--- config.mk ---
export PLATFORM = sky130hd
export DESIGN_NAME = pipe_ctrl
export DESIGN_NICKNAME = d
export VERILOG_FILES = /design/src/rtl/y86_pkg.sv /design/src/rtl/pipe_ctrl_sat_counter.sv /design/src/rtl/pipe_ctrl.sv
export SDC_FILE = /design/constraint.sdc
export NUM_CORES = 1
export LEC_CHECK = 0
export ABC_AREA = 0
export BUFFER_PORTS_ARGS = -buffer_cell sky130_fd_sc_hd__buf_2
export CAP_MARGIN = 40
export CORE_UTILIZATION = 53
export DETAILED_ROUTE_END_ITERATION = 10
export PLACE_DENSITY = 0.8
export SLEW_MARGIN = 20
export SYNTH_ARGS = -nofsm -noshare
export SYNTH_HDL_FRONTEND = slang
export SYNTH_SLANG_ARGS = --single-unit
--- constraint.sdc ---
create_clock -name clk -period 2.6 [get_ports clk]
set_input_delay 0 -clock clk [delete_from_list [all_inputs] [get_ports clk]]
set_output_delay 0 -clock clk [all_outputs]
set_load 0.1 [all_outputs]
--- src/rtl/y86_pkg.sv ---
// Shared Y86-64 definitions: icodes, status encodings, register IDs and
// the pipeline-control FSM state type.
package y86_pkg;

  localparam logic [3:0] I_HALT  = 4'h0;
  localparam logic [3:0] I_NOP   = 4'h1;
  localparam logic [3:0] I_CMOV  = 4'h2;
  localparam logic [3:0] I_IRMOV = 4'h3;
  localparam logic [3:0] I_RMMOV = 4'h4;
  localparam logic [3:0] I_MRMOV = 4'h5;
  localparam logic [3:0] I_OPQ   = 4'h6;
  localparam logic [3:0] I_JXX   = 4'h7;
  localparam logic [3:0] I_CALL  = 4'h8;
  localparam logic [3:0] I_RET   = 4'h9;
  localparam logic [3:0] I_PUSH  = 4'hA;
  localparam logic [3:0] I_POP   = 4'hB;

  localparam logic [1:0] STAT_AOK = 2'd0;
  localparam logic [1:0] STAT_HLT = 2'd1;
  localparam logic [1:0] STAT_ADR = 2'd2;
  localparam logic [1:0] STAT_INS = 2'd3;

  localparam logic [3:0] RNONE = 4'hF;

  typedef enum logic [1:0] {
    S_RUN    = 2'd0,
    S_DRAIN  = 2'd1,
    S_HALTED = 2'd2
  } ctrl_state_t;

  // True for instructions that write a register from memory.
  function automatic logic isLoad(input logic [3:0] icode);
    return (icode == I_MRMOV) || (icode == I_POP);
  endfunction

endpackage

--- src/rtl/pipe_ctrl_sat_counter.sv ---
// Saturating up-counter with synchronous clear and async active-low reset.
module sat_counter #(
  parameter int unsigned WIDTH = 32
) (
  input  logic             clk,
  input  logic             rst_n,
  input  logic             inc,
  input  logic             clr,
  output logic [WIDTH-1:0] count
);

  // Count up on inc, holding once all-ones is reached.
  always_ff @(posedge clk or negedge rst_n) begin
    if (!rst_n) begin
      count <= '0;
    end else if (clr) begin
      count <= '0;
    end else if (inc && (count != '1)) begin
      count <= count + WIDTH'(1);
    end
  end

endmodule

--- src/rtl/pipe_ctrl.sv ---
// Y86-64 pipeline control: hazard-driven stall/bubble generation, processor
// status FSM (RUN/DRAIN/HALTED) and saturating performance counters.
module pipe_ctrl
  import y86_pkg::*;
#(
  parameter int unsigned CNT_W = 32
) (
  input  logic             clk,
  input  logic             rst_n,
  input  logic [3:0]       D_icode,
  input  logic [3:0]       d_srcA,
  input  logic [3:0]       d_srcB,
  input  logic [3:0]       E_icode,
  input  logic [3:0]       E_dstM,
  input  logic             e_cnd,
  input  logic [3:0]       M_icode,
  input  logic [1:0]       m_stat,
  input  logic [1:0]       W_stat,
  input  logic [3:0]       W_icode,
  output logic             F_stall,
  output logic             D_stall,
  output logic             D_bubble,
  output logic             E_bubble,
  output logic             M_bubble,
  output logic             W_stall,
  output logic             set_cc,
  output logic             halted,
  output logic [1:0]       cpu_stat,
  output logic [CNT_W-1:0] cyc_cnt,
  output logic [CNT_W-1:0] ret_cnt,
  output logic [CNT_W-1:0] lu_cnt,
  output logic [CNT_W-1:0] mp_cnt,
  output logic [CNT_W-1:0] rt_cnt
);

  ctrl_state_t state, stateNext;
  logic [1:0]  statReg;

  logic lu, rt, mp, excM, excW;
  logic active;

  // Hazard terms from the current pipeline-register contents.
  always_comb begin
    lu   = isLoad(E_icode) && (E_dstM != RNONE) &&
           ((E_dstM == d_srcA) || (E_dstM == d_srcB));
    rt   = (D_icode == I_RET) || (E_icode == I_RET) || (M_icode == I_RET);
    mp   = (E_icode == I_JXX) && !e_cnd;
    excM = (m_stat != STAT_AOK);
    excW = (W_stat != STAT_AOK);
  end

  // Status FSM register.
  always_ff @(posedge clk or negedge rst_n) begin
    if (!rst_n) begin
      state <= S_RUN;
    end else begin
      state <= stateNext;
    end
  end

  // Next state and pipeline controls; HALTED freezes everything.
  always_comb begin
    stateNext = state;
    F_stall   = 1'b0;
    D_stall   = 1'b0;
    D_bubble  = 1'b0;
    E_bubble  = 1'b0;
    M_bubble  = 1'b0;
    W_stall   = 1'b0;
    set_cc    = 1'b0;
    unique case (state)
      S_HALTED: begin
        F_stall  = 1'b1;
        D_stall  = 1'b1;
        E_bubble = 1'b1;
        M_bubble = 1'b1;
        W_stall  = 1'b1;
      end
      default: begin
        if (excW) begin
          stateNext = S_HALTED;
        end else if (excM) begin
          stateNext = S_DRAIN;
        end
        F_stall  = lu | rt;
        D_stall  = lu;
        D_bubble = mp | (!lu & rt);
        E_bubble = mp | lu;
        M_bubble = excM | excW;
        W_stall  = excW;
        set_cc   = (E_icode == I_OPQ) & !excM & !excW;
      end
    endcase
  end

  // Architectural status: latched from W on entry to HALTED, held after.
  always_ff @(posedge clk or negedge rst_n) begin
    if (!rst_n) begin
      statReg <= STAT_AOK;
    end else if ((state != S_HALTED) && excW) begin
      statReg <= W_stat;
    end
  end

  assign cpu_stat = statReg;
  assign halted   = (state == S_HALTED);
  assign active   = (state != S_HALTED);

  sat_counter #(.WIDTH(CNT_W)) uCyc (
    .clk(clk), .rst_n(rst_n), .inc(active), .clr(1'b0), .count(cyc_cnt)
  );

  sat_counter #(.WIDTH(CNT_W)) uRet (
    .clk(clk), .rst_n(rst_n),
    .inc(active && !excW && (W_icode != I_NOP)),
    .clr(1'b0), .count(ret_cnt)
  );

  sat_counter #(.WIDTH(CNT_W)) uLu (
    .clk(clk), .rst_n(rst_n), .inc(active && lu), .clr(1'b0), .count(lu_cnt)
  );

  sat_counter #(.WIDTH(CNT_W)) uMp (
    .clk(clk), .rst_n(rst_n), .inc(active && mp), .clr(1'b0), .count(mp_cnt)
  );

  sat_counter #(.WIDTH(CNT_W)) uRt (
    .clk(clk), .rst_n(rst_n), .inc(active && rt && !lu), .clr(1'b0),
    .count(rt_cnt)
  );

endmodule

==> PnR_summary.wiki, run 1 <==
{| class="wikitable"
! Metric !! Value
|-
| Time the final worst path needs with I/O delays and setup || 2.43 ns
|-
| Avg Inst Size Synth || 10.4 µm²
|-
| Synth-to-Final Area Change || 29.3%
|-
| CP cell instances || nand3_1 > or4_4 > or4b_1 > and3_1 > buf_4 > nand4_1 > xnor2_1
|-
| Storage cell area || 0.00424 mm²
|-
| Cell taking the most area after synthesis || dfrtp_1
|-
| Largest net degree at the start of global routing || 65
|-
| Achievable clock frequency || 412 MHz
|-
| Slowest-stage cell, CP || or4_4
|-
| First-pass GRT wire length || 31500 µm
|-
| Final cycle utilization of the critical path || 93.4%
|-
| Total via count in the routed design || 6804
|-
| Synthesis warning total || 0
|-
| Switching power || 1.24 mW
|-
| Launch point of the worst reg-to-reg path || uRt.count[23]
|-
| Most used DFF post-synth || dfrtp_1
|-
| CP arrival || 2.76 ns
|-
| Slew at the pin closest to its max-slew limit || 0.611 ns
|-
| Number of cell rows || 44
|-
| WP buf/inv || 1
|-
| Fraction of power spent switching nets || 21.9%
|-
| Number of DRC violations after detailed routing || 0
|-
| Total of buffers placed on input and output ports || 204
|-
| Total power density per cell area || 556 mW/mm²
|-
| RSZ-0062 raised after global routing || no
|-
| Result of the run || completed
|-
| Comb pwr share || 4.8%
|-
| Clock insertion delay at the later pin of the skew report || 0.42 ns
|-
| Inserted Clock Buffers || 17
|-
| Post-synthesis instance area || 0.00787 mm²
|-
| Util after Layout || 70.0%
|-
| Initial antenna violation count || 0
|-
| Number of vias per cell || 5.67
|-
| Critical-path maximum fanout || 9
|-
| Proportion of netlist area held by the largest area contributor || 52.1%
|-
| Num Clock Sinks || 164
|-
| Die outline area || 0.0153 mm²
|-
| Number of logic stages on the critical path including buffering || 7
|-
| Reported leakage power || 4.97 nW
|-
| Capture point of the critical path || uRt.count[21]
|-
| Largest cells by area after synthesis || dfrtp_1, xnor2_1, xor2_1, nand3_1, nand4_1
|-
| Register-to-Register Path Depth || 7
|-
| Synth top cells by count || dfrtp_1, xnor2_1, nand2_1, nand3_1, nor2_1
|-
| Net count after synthesis || 798
|-
| Number of inserted diodes || 0
|-
| MaxCap Viol Count || 0
|-
| Die height || 124 µm
|-
| Clock network fraction of total power || 49.5%
|-
| Reg-to-reg endpoint || uRt.count[21]
|-
| Critical path startpoint || uRt.count[23]
|-
| Final-stage net count || 1043
|-
| Flop and latch count out of synthesis || 164
|-
| Clock tree from TritonCTS || done
|-
| Power after layout || 5.66 mW
|-
| Category of cells accounting for the largest share of critical-path delay || simple AND/OR/NAND/NOR gates
|-
| Worst VDD drop || 394 µV
|-
| Number of iterations in the first detailed-routing pass || 5
|-
| Final global-route overflow total || 0
|-
| Setup violators final || 0
|-
| Multi-input logic area || 0.00369 mm²
|-
| Top-level I/O count || 205
|-
| Post-synthesis sequential area ratio || 52.1%
|-
| Worst stage delay on the critical path || 0.57 ns
|-
| Worst clock skew on the final layout || 0.00965 ns
|-
| Number of global-route vias before repair || 6261
|-
| Final hold vios || 0
|-
| Capturing element type of the critical path || flip-flop
|-
| Total internal power || 4.42 mW
|-
| Most frequent cell after synthesis || dfrtp_1
|-
| Cell chosen for the clock root || clkbuf_16
|-
| Relative slew slack || 58.9%
|-
| Worst Setup Start Kind || flip-flop
|-
| Overall routed net length || 19800 µm
|-
| Routability-driven placement congestion ratio || 0.878
|-
| Postcts setup bufs || 0
|-
| Clk pin slew, worst setup/hold paths || 0.07 ns
|-
| Proportion of register bits with asynchronous set or reset after synthesis || 100%
|-
| Buffer depth of the longest clock path || 2
|-
| Hold/Removal Path Class || primary input to flip-flop
|-
| Filler cells || 1084
|-
| Placeable core region || 0.0145 mm²
|-
| Number of slew-limit violations in the final report || 0
|-
| 1st-iter DRT viols || 462
|-
| Max H-tree Level || 4
|-
| Register share of total power || 45.7%
|-
| Start-to-end type of the worst setup path || flip-flop to flip-flop
|-
| Reg2reg setup slack || 0.17 ns
|-
| Number of synthesized flops with an enable pin || 0
|-
| Worst endpoint required time || 2.93 ns
|-
| Effective utilization at floorplan || 54.2%
|-
| Die Width || 124 µm
|-
| Wire length per cell after detailed routing || 16.5 µm
|-
| Layout cells sized above 1 || 36.5%
|-
| Synthesized instance count || 758
|-
| Antenna Violating Nets Remaining || 0
|-
| Overall routing resource usage || 26.7%
|-
| HPWL reported at the end of detailed placement || 14600 µm
|-
| Count of unique library cells instantiated by Yosys || 45
|}
sequential cells by signal, summed over array words and instances, names as in the netlist:
| register | flops |
|---|---|
| cpu_stat | 2 |
| uCyc.count | 32 |
| uMp.count | 32 |
| uLu.count | 32 |
| state | 2 |
| uRet.count | 32 |
| uRt.count | 32 |
power groups by stage:
stage	sequential, mW	clock [mW]	combinational [mW]
after CTS	2.58	2.84	0.275
final	2.59	2.80	0.270
after floorplan	2.74	0	0.0346
after global placement	2.63	0	0.262
after detailed placement	2.63	0	0.265
after global routing	2.59	2.94	0.294
how the worst min path moves through the flow:
stage	from	endpoint	slack [ns]	cells past startpoint
finish	e_cnd	uMp.count[10]	0.13	5
global route	e_cnd	uMp.count[10]	0.16	5
CTS	e_cnd	uMp.count[10]	0.11	5
detailed placement	rst_n	uRt.count[25]	0.04	1
global placement	rst_n	uRt.count[25]	0.03	1
floorplan	rst_n	cpu_stat[0]	-0.30	0
worst min-delay path: cells and delay by family:
kind,cells,cell delay (ns)
compound gates,1,0.18
buf+inv,1,0.08
simple gates,3,0.26
cell type report:
type                       instances  share of cell area (%)
clock buffer                      21                    4.62
clock inverter                    11                    1.96
inverter                          15                   0.553
multi-input combinational        569                    36.2
sequential                       164                    41.7
tap                              184                    2.26
timing repair buffer             236                    12.7
placed cells by master, fill, tap and decap left out, types with 2 or more instances in the layout:
cell / instances
nand2_1: 74
mux2_2: 8
clkinv_4: 3
and3_1: 31
dlygate4sd3_1: 7
dfrtp_2: 81
dfrtp_4: 9
buf_4: 23
nand4_1: 52
dfrtp_1: 74
xor2_1: 52
and4_1: 11
or2_2: 2
nor3_2: 3
or3_1: 6
nor3b_1: 5
or4_1: 4
buf_2: 204
clkbuf_16: 17
nor4_1: 15
nor4bb_1: 3
a31oi_1: 6
nand4b_1: 3
clkinvlp_4: 3
nor3_1: 20
a21oi_1: 6
ha_1: 5
xnor2_1: 100
o21a_1: 2
nand3_1: 70
and2_1: 8
clkbuf_8: 3
nor2_1: 57
nand2b_1: 6
o21ai_0: 3
inv_1: 14
bufinv_16: 5
metal layers:
metal  vias up  track usage (%)  wire [µm]
li1       3175                -          -
met1      3337             36.5       8650
met2       259             42.2       9460
met3        33             5.91       1340
met4         0             8.43        374
met5         -                0          0
stage by stage:
step | TNS (ns) | hold WS (ns) | std cells | setup slack, ns | cell area, µm²
after floorplan | -0.137 | -0.296 | 758 | -0.137 | 8020
after global placement | 0 | 0.0327 | 1159 | 0.243 | 9410
after detailed placement | 0 | 0.0368 | 1160 | 0.124 | 9420
after CTS | 0 | 0.107 | 1199 | 0.109 | 10200
after global routing | 0 | 0.159 | 1200 | 0.0654 | 10200
final | 0 | 0.134 | 1200 | 0.170 | 10200
logic make-up after synthesis:
logic type | share of synthesized area (%)
AOI/OAI and AO/OA | 2.07
xor gates and xnor gates | 16.9
adders and majority gates | 0.795
buffers and inverters | 1.43
DFF | 52.1
muxes | 1.14
and+or+nand+nor | 25.5
what timing repair did:
item / 4_1_cts / 5_1_grt
gates resized for setup: 0 / 2
hold buffers: 7 / 0
hold endpoints to repair: 65 / 0
setup endpoints to repair: 0 / 17
Power figures use the tool's default switching activity.
==> run 2, diff against run 1 <==
--- a/config.mk
+++ b/config.mk
@@ -6,11 +6,12 @@
 export NUM_CORES = 1
 export LEC_CHECK = 0
 export ABC_AREA = 0
-export BUFFER_PORTS_ARGS = -buffer_cell sky130_fd_sc_hd__buf_2
 export CAP_MARGIN = 40
-export CORE_UTILIZATION = 53
+export CORE_UTILIZATION = 64
 export DETAILED_ROUTE_END_ITERATION = 10
+export DONT_BUFFER_PORTS = 1
 export PLACE_DENSITY = 0.8
+export SKIP_CTS_REPAIR_TIMING = 1
 export SLEW_MARGIN = 20
 export SYNTH_ARGS = -nofsm -noshare
 export SYNTH_HDL_FRONTEND = slang
==> run 2 against run 1 <==
- the run now ends with hold timing left
- clock skew decreased by 0.0041 ns
- count of clock-buffer cells in the layout is 2 higher
- sequential power barely moved
- die area is 17% lower
- cell count is 6.9% lower
- clock power fell by 13%
- utilization is 15 points higher
- global-route usage rose by 8.3 points
- critical path depth fell by 2
- via count increased by 1.6%
- setup slack got worse by 0.11 ns
- fmax is 4.5% lower
- critical path type unchanged
- critical endpoint is now uRt.count[1]
==> PnR_summary.wiki, run 2 (synthesized netlist as in run 1, its figures left out) <==
{| class="wikitable"
! Metric !! Value
|-
| Result of the run || finished, violations left
|-
| Failing checks || hold timing
|-
| Antenna Violating Nets Remaining || 0 (unchanged)
|-
| RSZ-0062 raised after global routing || no
|-
| Relative slew slack || 54.8% (-4.1 points)
|-
| Fraction of power spent switching nets || 22.0% (+0.058 points)
|-
| Die outline area || 0.0127 mm² (-17%)
|-
| Buffer depth of the longest clock path || 2 (unchanged)
|-
| Final cycle utilization of the critical path || 97.8% (+4.4 points)
|-
| Achievable clock frequency || 393 MHz (-4.5%)
|-
| CP arrival || 2.86 ns (+0.10 ns)
|-
| Reg2reg setup slack || 0.06 ns (-0.11 ns)
|-
| Number of slew-limit violations in the final report || 0 (unchanged)
|-
| Launch point of the worst reg-to-reg path || uRt.count[23]
|-
| Leading cell type in the layout, fill and taps excluded || buf_4
|-
| Inserted Clock Buffers || 17 (unchanged)
|-
| Routability-driven placement congestion ratio || 0.922 (+5.0%)
|-
| Number of DRC violations after detailed routing || 0 (unchanged)
|-
| Setup violators final || 0 (unchanged)
|-
| Total negative slack for setup checks || 0 ns (unchanged)
|-
| Die Width || 113 µm (-8.9%)
|-
| Number of cell rows || 40 (-9.1%)
|-
| Total internal power || 4.07 mW (-7.8%)
|-
| Filler cells || 640 (-41%)
|-
| Switching power || 1.15 mW (-7.4%)
|-
| First-pass GRT wire length || 34400 µm (+9.3%)
|-
| Final hold vios || 164 (+164)
|-
| CP cell instances || nand3_1 > or4_4 > or4b_1 > and3_1 > mux2_2
|-
| Final global-route overflow total || 0 (unchanged)
|-
| Pre-CTS worst setup slack || 0.0930 ns (-0.0314 ns)
|-
| Cell chosen for the clock root || clkbuf_16
|-
| HPWL reported at the end of detailed placement || 15500 µm (+6.4%)
|-
| Wire length per cell after detailed routing || 19.7 µm (+19%)
|-
| Worst clock skew on the final layout || 0.00551 ns (-0.00415 ns)
|-
| Final worst setup slack || 0.0565 ns (-0.114 ns)
|-
| Clock network fraction of total power || 46.7% (-2.8 points)
|-
| Die height || 113 µm (-8.9%)
|-
| Number of vias per cell || 6.19 (+9.2%)
|-
| Number of iterations in the first detailed-routing pass || 5 (unchanged)
|-
| 1st-iter DRT viols || 619 (+34%)
|-
| Largest net degree at the start of global routing || 165 (+150%)
|-
| MaxCap Viol Count || 0 (unchanged)
|-
| Storage cell area || 0.00424 mm² (unchanged)
|-
| Worst Setup Start Kind || flip-flop
|-
| Worst endpoint required time || 2.92 ns (about the same)
|-
| Num Clock Sinks || 164 (unchanged)
|-
| Register share of total power || 49.4% (+3.7 points)
|-
| Reg-to-reg endpoint || uRt.count[1]
|-
| Start-to-end type of the worst setup path || flip-flop to flip-flop
|-
| Slowest-stage cell, CP || or4_4
|-
| Number of global-route vias before repair || 7121 (+14%)
|-
| Most used cells in the layout excluding fill and tap cells || buf_4, xnor2_1, dfrtp_2
|-
| Comb pwr share || 3.9% (-0.9 points)
|-
| Power after layout || 5.22 mW (-7.7%)
|-
| Initial antenna violation count || 1 (+1)
|-
| Clk pin slew, worst setup/hold paths || 0.06 ns (about the same)
|-
| Placeable core region || 0.0120 mm² (-17%)
|-
| Capture point of the critical path || uRt.count[1]
|-
| Slew at the pin closest to its max-slew limit || 0.672 ns (+0.0608 ns)
|-
| Worst stage delay on the critical path || 0.60 ns (+0.03 ns)
|-
| Worst VDD drop || 419 µV (+6.3%)
|-
| Effective utilization at floorplan || 65.5% (+11 points)
|-
| Synth-to-Final Area Change || 29.6%
|-
| Max H-tree Level || 4 (unchanged)
|-
| Top-level I/O count || 205 (unchanged)
|-
| Overall routed net length || 22000 µm (+11%)
|-
| Critical path startpoint || uRt.count[23]
|-
| Reported leakage power || 4.74 nW (-4.6%)
|-
| Critical-path maximum fanout || 18 (+9)
|-
| Overall routing resource usage || 35.0% (+8.3 points)
|-
| Time the final worst path needs with I/O delays and setup || 2.54 ns (+0.114 ns)
|-
| Multi-input logic area || 0.00368 mm² (about the same)
|-
| Final-stage net count || 996 (-4.5%)
|-
| Worst hold slack || -0.735 ns (-0.869 ns)
|-
| Capturing element type of the critical path || flip-flop
|-
| Total of buffers placed on input and output ports || 0 (-100%)
|-
| Hold/Removal Path Class || primary input to asynchronous set/reset pin
|-
| Clock tree from TritonCTS || done
|-
| Clock insertion delay at the later pin of the skew report || 0.43 ns (about the same)
|-
| Register-to-Register Path Depth || 5 (-2)
|-
| Total power density per cell area || 512 mW/mm² (-7.9%)
|-
| Total via count in the routed design || 6916 (+1.6%)
|-
| Layout cells sized above 1 || 33.2% (-3.3 points)
|}
[run 2: how the worst min path moves through the flow]
stage / endpoint / start / cells after the start / slack (ns)
2_1_floorplan: cpu_stat[0] / rst_n / 0 / -0.30
3_3_place_gp: uMp.count[3] / rst_n / 0 / -0.29
3_5_place_dp: uMp.count[5] / rst_n / 0 / -0.29
4_1_cts: uMp.count[5] / rst_n / 0 / -0.75
5_1_grt: uMp.count[7] / rst_n / 0 / -0.75
6_report: uMp.count[5] / rst_n / 0 / -0.73
[run 2: layout make-up]
type	count	share of cell area (%)
flip-flops and latches	164	41.5
multi-input cells	569	36.1
repair buffers	189	14.4
clock buffers	23	4.59
well taps	147	1.80
clock inverters	9	1.02
inverters	15	0.552
diodes	1	0.0245
[run 2: power by group through the flow]
stage	logic (mW)	clock network (mW)	registers [mW]
after global routing	0.212	2.56	2.58
final	0.204	2.44	2.58
after CTS	0.193	2.46	2.58
after floorplan	0.0346	0	2.74
after detailed placement	0.192	0	2.62
after global placement	0.188	0	2.62
[run 2: per-layer routing]
metal	vias to the layer above	wire, µm	global-route usage (%)
li1	3075	-	-
met3	63	1880	11.7
met4	0	697	19.1
met5	-	0	0
met2	331	11300	59.5
met1	3447	8140	38.9
[run 2: through the flow]
step                      cell area, µm²  util (%)  std cells
after CTS                          10100      84.4       1110
final                              10200      84.9       1117
after global placement              9540      79.4       1077
after floorplan                     8020         -        758
after global routing               10200      84.9       1117
after detailed placement            9560      79.6       1078
[run 2: worst max-delay path, delay by kind of cell, from the launching register on]
kind | cells | cell delay, ns
AND/OR/NAND/NOR | 4 | 1.67
flip-flops | 1 | 0.40
multiplexers | 1 | 0.35
==> run 3, diff against run 2 <==
--- a/config.mk
+++ b/config.mk
@@ -10,9 +10,11 @@
 export CORE_UTILIZATION = 64
 export DETAILED_ROUTE_END_ITERATION = 10
 export DONT_BUFFER_PORTS = 1
+export HOLD_SLACK_MARGIN = 0.02
 export PLACE_DENSITY = 0.8
 export SKIP_CTS_REPAIR_TIMING = 1
 export SLEW_MARGIN = 20
 export SYNTH_ARGS = -nofsm -noshare
 export SYNTH_HDL_FRONTEND = slang
 export SYNTH_SLANG_ARGS = --single-unit
+export TNS_END_PERCENT = 5
==> run 3 against run 2 <==
- the flow still finishes with violations (hold timing)
- largest cell class unchanged
- setup slack improved by 0.12 ns
- fmax up 5.0%
- clock power grew 19%
==> PnR_summary.wiki, run 3 (synthesized netlist as in run 1, its figures left out) <==
{| class="wikitable"
! Metric !! Value
|-
| Result of the run || finished, violations left
|-
| Failing checks || hold timing
|-
| HPWL reported at the end of detailed placement || 15200 µm (-2.0%)
|-
| Start-to-end type of the worst setup path || flip-flop to flip-flop
|-
| Cell chosen for the clock root || clkbuf_16
|-
| Reported leakage power || 4.88 nW (+2.9%)
|-
| Worst hold slack || -0.735 ns (-0.000483 ns)
|-
| Placed standard-cell area || 0.00953 mm² (-0.38%)
|-
| Post-layout instance count excluding filler cells || 1119 (+0.18%)
|-
| Slew at the pin closest to its max-slew limit || 0.808 ns (+0.136 ns)
|-
| Number of DRC violations after detailed routing || 0 (unchanged)
|-
| Register-to-Register Path Depth || 8 (+3)
|-
| Final worst setup slack || 0.177 ns (+0.121 ns)
|-
| Clock insertion delay at the later pin of the skew report || 0.43 ns (about the same)
|-
| MaxCap Viol Count || 0 (unchanged)
|-
| Final design instance area without fill || 0.0103 mm² (+0.72%)
|-
| Die height || 113 µm (unchanged)
|-
| Time the final worst path needs with I/O delays and setup || 2.42 ns (-0.121 ns)
|-
| Cell Count Post-Placement || 1080 (+0.19%)
|-
| Power after layout || 5.69 mW (+8.9%)
|-
| Max H-tree Level || 4 (unchanged)
|-
| Worst endpoint required time || 2.91 ns (about the same)
|-
| Number of cell rows || 40 (unchanged)
|-
| Worst clock skew on the final layout || 0.00846 ns (+0.00295 ns)
|-
| Capturing element type of the critical path || flip-flop
|-
| Total power density per cell area || 553 mW/mm² (+8.1%)
|-
| Clock tree from TritonCTS || done
|-
| CP arrival || 2.73 ns (-0.13 ns)
|-
| Switching power || 1.19 mW (+3.4%)
|-
| Final-stage net count || 998 (+0.20%)
|-
| Synth-to-Final Area Change || 30.6%
|-
| Worst Setup Start Kind || flip-flop
|-
| Final cycle utilization of the critical path || 93.2% (-4.6 points)
|-
| Total via count in the routed design || 7028 (+1.6%)
|-
| Layout cells sized above 1 || 28.9% (-4.3 points)
|-
| Setup violators final || 0 (unchanged)
|-
| Achievable clock frequency || 413 MHz (+5.0%)
|-
| Leading cell type in the layout, fill and taps excluded || buf_4
|-
| Register share of total power || 45.3% (-4.1 points)
|-
| Critical-path maximum fanout || 6 (-12)
|-
| First-pass GRT wire length || 34900 µm (+1.3%)
|-
| Most used cells in the layout excluding fill and tap cells || buf_4, dfrtp_1, xnor2_1
|-
| Top-level I/O count || 205 (unchanged)
|-
| Antenna Violating Nets Remaining || 0 (unchanged)
|-
| Clock network fraction of total power || 51.1% (+4.4 points)
|-
| Number of iterations in the first detailed-routing pass || 7 (+2)
|-
| Inserted Clock Buffers || 17 (unchanged)
|-
| Num Clock Sinks || 164 (unchanged)
|-
| Number of global-route vias before repair || 7218 (+1.4%)
|-
| Number of slew-limit violations in the final report || 0 (unchanged)
|-
| Overall routing resource usage || 35.3% (+0.34 points)
|-
| Die outline area || 0.0127 mm² (unchanged)
|-
| Overall routed net length || 22200 µm (+0.64%)
|-
| Worst VDD drop || 541 µV (+29%)
|-
| Placeable core region || 0.0120 mm² (unchanged)
|-
| Wire length per cell after detailed routing || 19.8 µm (+0.46%)
|-
| Final global-route overflow total || 0 (unchanged)
|-
| Total of buffers placed on input and output ports || 0 (unchanged)
|-
| Comb pwr share || 3.6% (-0.3 points)
|-
| RSZ-0062 raised after global routing || no
|-
| 1st-iter DRT viols || 559 (-9.7%)
|-
| Total internal power || 4.50 mW (+10%)
|-
| Die Width || 113 µm (unchanged)
|-
| Clk pin slew, worst setup/hold paths || 0.06 ns (about the same)
|-
| Initial antenna violation count || 0 (-1)
|-
| Largest net degree at the start of global routing || 165 (unchanged)
|-
| Number of vias per cell || 6.28 (+1.4%)
|-
| Relative slew slack || 45.5% (-9.3 points)
|-
| Pre-CTS worst setup slack || 0.112 ns (+0.0190 ns)
|-
| Hold/Removal Path Class || primary input to asynchronous set/reset pin
|-
| Final hold vios || 164 (unchanged)
|-
| Effective utilization at floorplan || 65.5% (unchanged)
|-
| Buffer depth of the longest clock path || 2 (unchanged)
|-
| Routability-driven placement congestion ratio || 0.913 (-0.95%)
|-
| Fraction of power spent switching nets || 20.9% (-1.1 points)
|}
==> run 3: changes by cell type in the layout (fill, tap and decap cells not counted), moves of 2 or more <==
| cell | change |
|---|---|
| bufinv_16 | +5 |
| clkinvlp_4 | +2 |
| clkbuf_8 | -2 |
| clkbuf_1 | -4 |
| dfrtp_1 | +47 |
| dfrtp_4 | -2 |
| dfrtp_2 | -45 |
==> run 3: final timing paths <==
path                                 start             to  slack (ns)
worst min register to register    state[1]       state[1]        0.52
worst max register to register    state[0]  uMp.count[17]        0.18
max in group asynchronous            rst_n   uLu.count[0]        3.10
worst min-delay path                 rst_n  uRt.count[19]       -0.74
worst max-delay path              state[0]  uMp.count[17]        0.18
min in group clk                E_icode[0]  uMp.count[10]        0.08
==> run 3: through the flow <==
stage	utilization [%]	TNS, ns	hold slack (ns)
global placement	79.1	0	-0.292
global route	85.5	0	-0.748
detailed placement	79.3	0	-0.291
finish	85.6	0	-0.735
CTS	85.0	0	-0.743
floorplan	-	-6.56	-0.296
==> run 3: critical path, stage by stage (launching register included) <==
cell and delay, ns:
dfrtp_1 0.36, nand2b_1 0.31, inv_2 0.09, or3_1 0.47
or3_1 0.41, a31oi_1 0.19, buf_4 0.19, nand4_1 0.13
xnor2_1 0.16
==> run 3: layout make-up <==
cell class / instances / area, µm²
antenna: 1 / 2.50
clock buffer: 17 / 425
timing repair buffer: 191 / 1490
multi-input combinational: 569 / 3680
sequential: 164 / 4180
clock inverter: 15 / 260
inverter: 15 / 56.3
fill: 624 / 1730
tap: 147 / 184
==> run 3: power groups by stage <==
stage | Sequential [mW] | Clock (mW) | Combinational (mW)
after global routing | 2.58 | 3.00 | 0.211
after detailed placement | 2.62 | 0 | 0.192
final | 2.58 | 2.91 | 0.204
after global placement | 2.62 | 0 | 0.188
after floorplan | 2.74 | 0 | 0.0346
after CTS | 2.58 | 2.91 | 0.193
==> run 3: layer usage <==
metal	global-route usage (%)	wire length, µm	up-vias
met2	62.3	11500	354
met5	0	0	-
met4	17.7	893	0
met1	38.3	8020	3513
met3	11.3	1800	80
li1	-	-	3081
